**src/rtl/pulse_to_hold_if.sv**
```systemverilog
// pulse_to_hold_if: event/status bundle between an event source (master) and pulse_to_hold (slave)
// pulse, clear_overflow : master -> slave
// hold, busy, pending, overflow : slave -> master
interface pulse_to_hold_if #(parameter int PEND_WIDTH = 2);
  logic                  pulse;
  logic                  clear_overflow;
  logic                  hold;
  logic                  busy;
  logic [PEND_WIDTH-1:0] pending;
  logic                  overflow;
  modport master (output pulse, clear_overflow, input hold, busy, pending, overflow);
  modport slave (input pulse, clear_overflow, output hold, busy, pending, overflow);
endinterface

```
**src/rtl/pulse_to_hold.sv**
```systemverilog
// pulse_to_hold: stretches one-cycle event pulses into fixed-length hold levels separated by low gaps
// clock, reset : rising-edge clock, synchronous active-high reset
// bus.pulse, bus.clear_overflow : event strobe, overflow clear
// bus.hold, bus.busy, bus.pending, bus.overflow : held level, not-idle, queued events, sticky drop flag
// PULSE_TO_HOLD_RETRIGGER_EN : when defined, a pulse during a hold restarts it instead of queuing
module pulse_to_hold #(
  parameter int HOLD_CYCLES = 4,
  parameter int GAP_CYCLES  = 2,
  parameter int CNT_WIDTH   = 24,
  parameter int PEND_WIDTH  = 2
) (
  input logic              clock,
  input logic              reset,
  pulse_to_hold_if.slave   bus
);
`ifdef PULSE_TO_HOLD_RETRIGGER_EN
  localparam bit RETRIG = 1'b1;
`else
  localparam bit RETRIG = 1'b0;
`endif
  localparam logic [CNT_WIDTH-1:0]  HOLD_LOAD = CNT_WIDTH'(HOLD_CYCLES - 1);
  localparam logic [CNT_WIDTH-1:0]  GAP_LOAD  = CNT_WIDTH'(GAP_CYCLES - 1);
  localparam logic [PEND_WIDTH:0]   PEND_MAX  = {1'b0, {PEND_WIDTH{1'b1}}};
  typedef enum logic [1:0] {IDLE, HOLD, GAP} state_t;
  state_t                state, state_nx;
  logic [CNT_WIDTH-1:0]  cnt, cnt_nx;
  logic [PEND_WIDTH:0]   pend_inc, pend_net;
  logic [PEND_WIDTH-1:0] pend_nx;
  logic                  queue, play, ovf_set, hold_nx, busy_nx;
  always_ff @(posedge clock) begin
    if (reset) begin
      state        <= IDLE;
      cnt          <= '0;
      bus.hold     <= 1'b0;
      bus.busy     <= 1'b0;
      bus.pending  <= '0;
      bus.overflow <= 1'b0;
    end else begin
      state        <= state_nx;
      cnt          <= cnt_nx;
      bus.hold     <= hold_nx;
      bus.busy     <= busy_nx;
      bus.pending  <= pend_nx;
      bus.overflow <= ovf_set | (bus.overflow & ~bus.clear_overflow);
    end
  end
  // pending is computed one bit wider so increment and replay in the same
  // cycle cancel before saturation is judged
  always_comb begin
    state_nx = state;
    cnt_nx   = cnt - CNT_WIDTH'(1);
    play     = 1'b0;
    queue    = bus.pulse && (state == GAP || (state == HOLD && !RETRIG));
    pend_inc = {1'b0, bus.pending} + (PEND_WIDTH + 1)'(queue);
    case (state)
      IDLE: begin
        state_nx = bus.pulse ? HOLD : IDLE;
        cnt_nx   = bus.pulse ? HOLD_LOAD : cnt;
      end
      HOLD: begin
        if (RETRIG && bus.pulse) cnt_nx = HOLD_LOAD;
        else if (cnt == '0) begin
          state_nx = GAP;
          cnt_nx   = GAP_LOAD;
        end
      end
      GAP: begin
        if (cnt == '0) begin
          play     = pend_inc != '0;
          state_nx = play ? HOLD : IDLE;
          cnt_nx   = play ? HOLD_LOAD : cnt;
        end
      end
      default: begin
        state_nx = IDLE;
        cnt_nx   = '0;
      end
    endcase
    pend_net = pend_inc - (PEND_WIDTH + 1)'(play);
    ovf_set  = pend_net > PEND_MAX;
    pend_nx  = ovf_set ? PEND_MAX[PEND_WIDTH-1:0] : pend_net[PEND_WIDTH-1:0];
  end
  always_comb begin
    hold_nx = state_nx == HOLD;
    busy_nx = state_nx != IDLE;
  end
endmodule

```
**src/flat_wrapper.sv**
```systemverilog
// flat-port wrapper written by rule: the top's interface ports become plain ports
module pulse_to_hold_flat 
#(
  parameter int HOLD_CYCLES = 4,
  parameter int GAP_CYCLES  = 2,
  parameter int CNT_WIDTH   = 24,
  parameter int PEND_WIDTH  = 2
)
  (clock, reset, bus_pulse, bus_clear_overflow, bus_hold, bus_busy, bus_pending, bus_overflow);
  pulse_to_hold_if #(.PEND_WIDTH(PEND_WIDTH)) bus_i ();
  input logic clock;
  input logic reset;
  input wire logic [$bits(bus_i.pulse)-1:0] bus_pulse;
  input wire logic [$bits(bus_i.clear_overflow)-1:0] bus_clear_overflow;
  output wire logic [$bits(bus_i.hold)-1:0] bus_hold;
  output wire logic [$bits(bus_i.busy)-1:0] bus_busy;
  output wire logic [$bits(bus_i.pending)-1:0] bus_pending;
  output wire logic [$bits(bus_i.overflow)-1:0] bus_overflow;
  assign bus_i.pulse = bus_pulse;
  assign bus_i.clear_overflow = bus_clear_overflow;
  assign bus_hold = bus_i.hold;
  assign bus_busy = bus_i.busy;
  assign bus_pending = bus_i.pending;
  assign bus_overflow = bus_i.overflow;
  pulse_to_hold #(.HOLD_CYCLES(HOLD_CYCLES), .GAP_CYCLES(GAP_CYCLES), .CNT_WIDTH(CNT_WIDTH), .PEND_WIDTH(PEND_WIDTH)) u_core (.clock(clock), .reset(reset), .bus(bus_i));
endmodule
```
**config.mk**
```make
export PLATFORM = sky130hd
export DESIGN_NAME = pulse_to_hold_flat
export DESIGN_NICKNAME = d
export VERILOG_FILES = /design/src/rtl/pulse_to_hold_if.sv /design/src/rtl/pulse_to_hold.sv /design/src/flat_wrapper.sv
export SDC_FILE = /design/constraint.sdc
export NUM_CORES = 1
export LEC_CHECK = 0
export CORE_ASPECT_RATIO = 1.1
export CORE_MARGIN = 2
export CORE_UTILIZATION = 40
export DETAILED_ROUTE_END_ITERATION = 10
export PLACE_DENSITY = 0.67
export SYNTH_ARGS = -nofsm -noshare
export SYNTH_HDL_FRONTEND = slang
export SYNTH_SLANG_ARGS = --single-unit
```
**constraint.sdc**
```tcl
create_clock -name clock -period 3.2 [get_ports clock]
set_input_delay 0.96 -clock clock [delete_from_list [all_inputs] [get_ports clock]]
set_output_delay 0.96 -clock clock [all_outputs]
set_load 0.005 [all_outputs]
```
* Word level (Yosys, flattened, before mapping)
Index checks and enable logic that the tools add are counted.
** Cells by class
- Add/subtract/negate cells :: 3
- Magnitude comparators :: 1
- Equal/unequal tests :: 5
- Muxes and demuxes :: 13
- Bitwise operators :: 3
- Reduce and logical (&&, ||, !) cells :: 7
** Operator list (number)
- $mux W24 :: 4
- $pmux W24 S3 :: 1
- $logic_not A24 Y1 :: 1
- $sub A24 B1 Y24 const B :: 1
- $mux W2 :: 3
- $pmux W2 S3 :: 1
- $eq A2 B1 Y1 const B :: 2
- $mux W1 :: 4
- $add A2 B1 Y3 :: 1
- $gt A3 B2 Y1 const B :: 1
- $ne A3 B3 Y1 const B :: 1
- $reduce_bool A3 Y1 :: 1
- $sub A3 B1 Y3 :: 1
- $eq A2 B2 Y1 const B :: 1
- $logic_not A2 Y1 :: 1
- $ne A2 B2 Y1 const B :: 1
- $reduce_and A2 Y1 :: 1
- $reduce_bool A2 Y1 :: 1
- $and A1 B1 Y1 :: 1
- $logic_and A1 B1 Y1 :: 1
- $logic_or A1 B1 Y1 :: 1
- $not A1 Y1 :: 1
- $or A1 B1 Y1 :: 1
** Storage, ports and cells
- Register bits after elaboration :: 31
- Input port bits :: 4
- Output and inout port bits :: 5

* Depth between registers and ports, before layout
- Depth in word-level cells :: 10
- Mapped depth :: 12
- Depth with buffers taken out :: 11

* Worst setup path before layout
Ideal clock, no wire load.
- Path type :: in2reg
- Start point :: input bus_pulse
- End point :: register u_core.cnt[1]
- Setup time :: 0.066 ns
- Arrival time :: 2.741 ns
- Setup slack :: 0.393 ns
- Stages on the path :: 10
- Path through :: and2_1 -> ha_1 -> ha_1 -> nor3_1 -> nand2_1 -> o31ai_4 -> buf_6 -> buf_6 -> nand3_2 -> a2bb2oi_2
** Between the ends
- Cells in the longest elaborated chain, start to end :: 5
** RTL lines
- from (decl) :: RTL line flat_wrapper.sv:13 : input wire logic [$bits(bus_i.pulse)-1:0] bus_pulse;
- $logic_and A1 B1 Y1 :: RTL line pulse_to_hold.sv:53 : queue = bus.pulse && (state == GAP || (state == HOLD && !RETRIG));
- $add A2 B1 Y3 :: RTL line pulse_to_hold.sv:54 : pend_inc = {1'b0, bus.pending} + (PEND_WIDTH + 1)'(queue);
- $reduce_bool A3 Y1 :: RTL line pulse_to_hold.sv:69 : play = pend_inc != '0;
- $ne A3 B3 Y1 (no source line)
- $reduce_and A2 Y1 (no source line) (*)
- to (signal assigned) :: RTL line pulse_to_hold.sv:40 : cnt <= cnt_nx;
- to (decl) :: RTL line pulse_to_hold.sv:26 : logic [CNT_WIDTH-1:0] cnt, cnt_nx;
Every way passes the cells marked *; elsewhere a longest branch is shown, timed or not.
A chain may end at the register's enable or synchronous reset.

* Worst setup path in the final report
- Start point :: input bus_pulse
- End point :: register u_core.cnt[20]
Same word-level chain as after synthesis.

==> flow_metrics.py <==
metrics = {
    "grt": {
        "grt_pass1_wl_microns": 6400,
        "grt_overflow": 0,
        "use_met1_pct": 22.4,
        "grt_antenna_before_repair": 0,
        "grt_pass1_vias": 1414,
        "met2_usage_pct": 27.3,
        "grtUsageMet3_pct": 4.75,
        "grt_busiest_layer": "met2",
        "grt_max_degree": 18,
        "grt_use_total_pct": 17.6,
    },
    "hold_path": {
        "min_path_cells": 2,
        "hold_path.class": "flip-flop to flip-flop",
    },
    "sta": {
        "fin_skew_ns": 0.00791,
        "rsz0062_at_grt": "false",
        "fmax_ghz": 0.331,
        "min_period_ns": 3.03,
        "tightest_slew_ns": 0.580,
        "setup_violations": 0,
        "max_slew_margin_pct": 61.2,
        "hold_violations": 0,
        "slew_violations": 0,
        "post-route-period-util_pct": 94.6,
        "fin_tns_setup_ns": 0,
    },
    "placement": {
        "port_buffers": 8,
        "dpl.hpwl_microns": 2880,
        "routabilityCongestion": 0.843,
    },
    "synthesis": {
        "synthTopCellsByArea": "dfxtp_1 (35%), a21oi_1 (6.8%), ha_1 (6.4%)",
        "synthAdderAreaFrac_pct": 6.39,
        "synth_cells": 204,
        "synth-edff-count": 0,
        "ys_types": 45,
        "ys_seq_area_share_pct": 35.2,
        "synth_largest_area_cell": "dfxtp_1",
        "syn_area_sq_mm": 0.00176,
        "ys_warn_count": 0,
        "synth-seq-cells": 31,
        "synthArstFlopShare_pct": 0,
        "synth_top_family_by_area": "simple AND/OR/NAND/NOR gates",
        "syn-num-nets": 217,
        "synth_mux_area_share_pct": 0,
        "synth-compound-area-share_pct": 23.3,
        "synthXorXnorAreaFrac_pct": 2.48,
        "ys.flop_type": "dfxtp_1",
        "synth_top_area_share_pct": 35.2,
        "syn_area_per_cell_sq_um": 8.64,
        "synth-simple-area-share_pct": 27.1,
    },
    "critical_path": {
        "arrival_ns": 3.25,
        "crit_fanout": 6,
        "reg2regPathDepth": 12,
        "crit_required_ns": 3.42,
        "path_cells": "clkdlybuf4s50_1 > and2_1 > ha_1 > ha_1 > nor3_1 > buf_4 > nand2_1 > o21ai_0 > buf_4 > or4_1 > a21oi_1",
        "reg2reg_slack_ns": 0.54,
        "reg2reg_to": "u_core.cnt[20]$_SDFFE_PP0P_",
        "cp-endpoint": "u_core.cnt[20]$_SDFFE_PP0P_",
        "crit_start": "bus_pulse",
        "crit_type": "primary input to flip-flop",
        "r2r_start": "u_core.state[0]$_SDFF_PP0_",
        "slowest_stage": "or4_1",
        "cp-end-kind": "flip-flop",
        "start_kind": "primary input",
        "worst_path_largest_cell_delay_ns": 0.47,
    },
    "final_layout": {
        "fin_nets": 242,
        "layout_commonest_cell": "dfxtp_1",
        "fill_cells": 441,
        "n_antenna_cell": 0,
        "area_delta_synth_final_pct": 18.8,
        "drive_gt1_share_pct": 14.3,
        "mostFrequentLayoutCells": "dfxtp_1 (31), a21oi_1 (24), nor2_1 (15), buf_4 (15), or4_1 (14)",
        "finish.utilization_pct": 49.2,
    },
    "power_and_ir_drop": {
        "p_int_w": 0.000962,
        "switching_share_pct": 42.3,
        "power.leakage_nw": 0.804,
        "clkPwrFrac_pct": 17.8,
        "pwr-share-comb_pct": 51.5,
        "seqPwrFrac_pct": 30.7,
        "switching_power_w": 0.000705,
        "power_density_mw_per_mm2": 796,
        "irDropWorstVdd_mv": 0.369,
    },
    "clock_tree": {
        "clkTransAtPathRegs_ns": 0.07,
        "cts_setup_buffers": 0,
        "numCtsBuffers": 5,
        "clock_path_buffers": 2,
        "post_cts_resized": 0,
        "ctsHoldBuffers": 0,
        "cts_tree": "yes",
        "cts.sinks": 31,
        "cts_root_buffer": "clkbuf_8",
        "htreeDepth": 2,
        "clock_latency_ns": 0.29,
    },
    "floorplan": {
        "initial_core_util_pct": 41.4,
        "io_pins": 9,
        "die_y_microns": 73.6,
        "row_count": 25,
        "fp.dieW_microns": 67.3,
        "core_region_area_sq_mm": 0.00425,
        "die_area_sq_mm": 0.00496,
    },
    "route": {
        "wl_per_cell_microns": 13.7,
        "finalWirelength_microns": 3880,
        "vias_per_cell": 5.77,
        "antenna_left": 0,
        "drtIter0Drc": 69,
        "firstDrtPassIters": 4,
        "drc": 0,
        "routed-via-count": 1640,
    },
    "job": {
        "max-cap-violations": 0,
    },
    "status": {
        "status": "finished, final reports clean",
    },
}
-- metrics by stage --
| step | instances | hold WS (ns) | area, sq um | setup slack (ns) | total power, W |
|---|---|---|---|---|---|
| final | 284 | 0.477 | 2090 | 0.174 | 0.00167 |
| after global routing | 284 | 0.491 | 2090 | 0.0375 | 0.00179 |
| after CTS | 284 | 0.476 | 2090 | 0.185 | 0.00167 |
| after detailed placement | 276 | 0.461 | 2010 | -0.115 | 0.00137 |
| after global placement | 276 | 0.465 | 2010 | -0.0809 | 0.00136 |
| after floorplan | 204 | 0.438 | 1760 | 0.393 | 0.00115 |
-- worst min-delay path by stage --
| stage | to | start | slack [ns] |
|---|---|---|---|
| after floorplan | u_core.cnt[21]$_SDFFE_PP0P_ | u_core.cnt[21]$_SDFFE_PP0P_ | 0.44 |
| after global placement | u_core.cnt[23]$_SDFFE_PP0P_ | u_core.cnt[23]$_SDFFE_PP0P_ | 0.47 |
| after detailed placement | u_core.cnt[23]$_SDFFE_PP0P_ | u_core.cnt[23]$_SDFFE_PP0P_ | 0.46 |
| after CTS | u_core.cnt[23]$_SDFFE_PP0P_ | u_core.cnt[23]$_SDFFE_PP0P_ | 0.48 |
| after global routing | u_core.cnt[21]$_SDFFE_PP0P_ | u_core.cnt[21]$_SDFFE_PP0P_ | 0.49 |
| final | u_core.cnt[23]$_SDFFE_PP0P_ | u_core.cnt[23]$_SDFFE_PP0P_ | 0.48 |
-- power by group through the flow --
stage / Sequential [W] / Clock [W] / Combinational (W)
after global placement: 0.000519 / 0 / 0.000844
after CTS: 0.000510 / 0.000304 / 0.000854
after floorplan: 0.000504 / 0 / 0.000642
final: 0.000512 / 0.000296 / 0.000859
after detailed placement: 0.000519 / 0 / 0.000848
after global routing: 0.000521 / 0.000327 / 0.000944
-- Yosys cell counts (5+ instances only) --
master / number
o21ai_0: 5
or4_1: 14
o21ai_1: 6
inv_1: 12
nor3_1: 7
nand2_1: 8
ha_1: 9
a21oi_1: 24
o31ai_1: 6
or3_1: 9
nor2_1: 15
dfxtp_1: 31
-- per-layer routing --
| metal | part of all wire, % | routed length [microns] | vias up |
|---|---|---|---|
| li1 | - | - | 837 |
| met5 | 0 | 0 | - |
| met2 | 47 | 1820 | 31 |
| met3 | 4.0 | 157 | 7 |
| met4 | 2.2 | 85 | 0 |
| met1 | 47 | 1820 | 765 |
-- worst max-delay path: cells and delay by family --
| kind | cells | cell delay [ns] |
|---|---|---|
| and+or+nand+nor | 4 | 0.86 |
| buffers and inverters | 3 | 0.71 |
| adders and majority gates | 2 | 0.46 |
| AOI/OAI and AO/OA | 2 | 0.27 |
-- area by class of cell --
class	instances	area (sq um)	share of cell area [%]
inverter	12	45.0	2.15
clock inverter	3	15.0	0.717
multi-input combinational	154	1040	49.9
tap	54	67.6	3.23
clock buffer	5	68.8	3.29
sequential	31	621	29.6
timing repair buffer	25	233	11.1
-- sequential cells by signal, indices dropped and copies added (netlist names) --
name,count
u_core.bus.busy,1
u_core.bus.hold,1
u_core.bus.overflow,1
u_core.bus.pending,2
u_core.cnt,24
u_core.state,2
-- kinds of logic after synthesis --
logic type                 count (synthesis)
and+or+nand+nor                           78
AOI/OAI and AO/OA                         62
DFF                                       31
buffers and inverters                     19
adders and majority gates                  9
xor gates and xnor gates                   5
(Power assumes the default switching activity.)
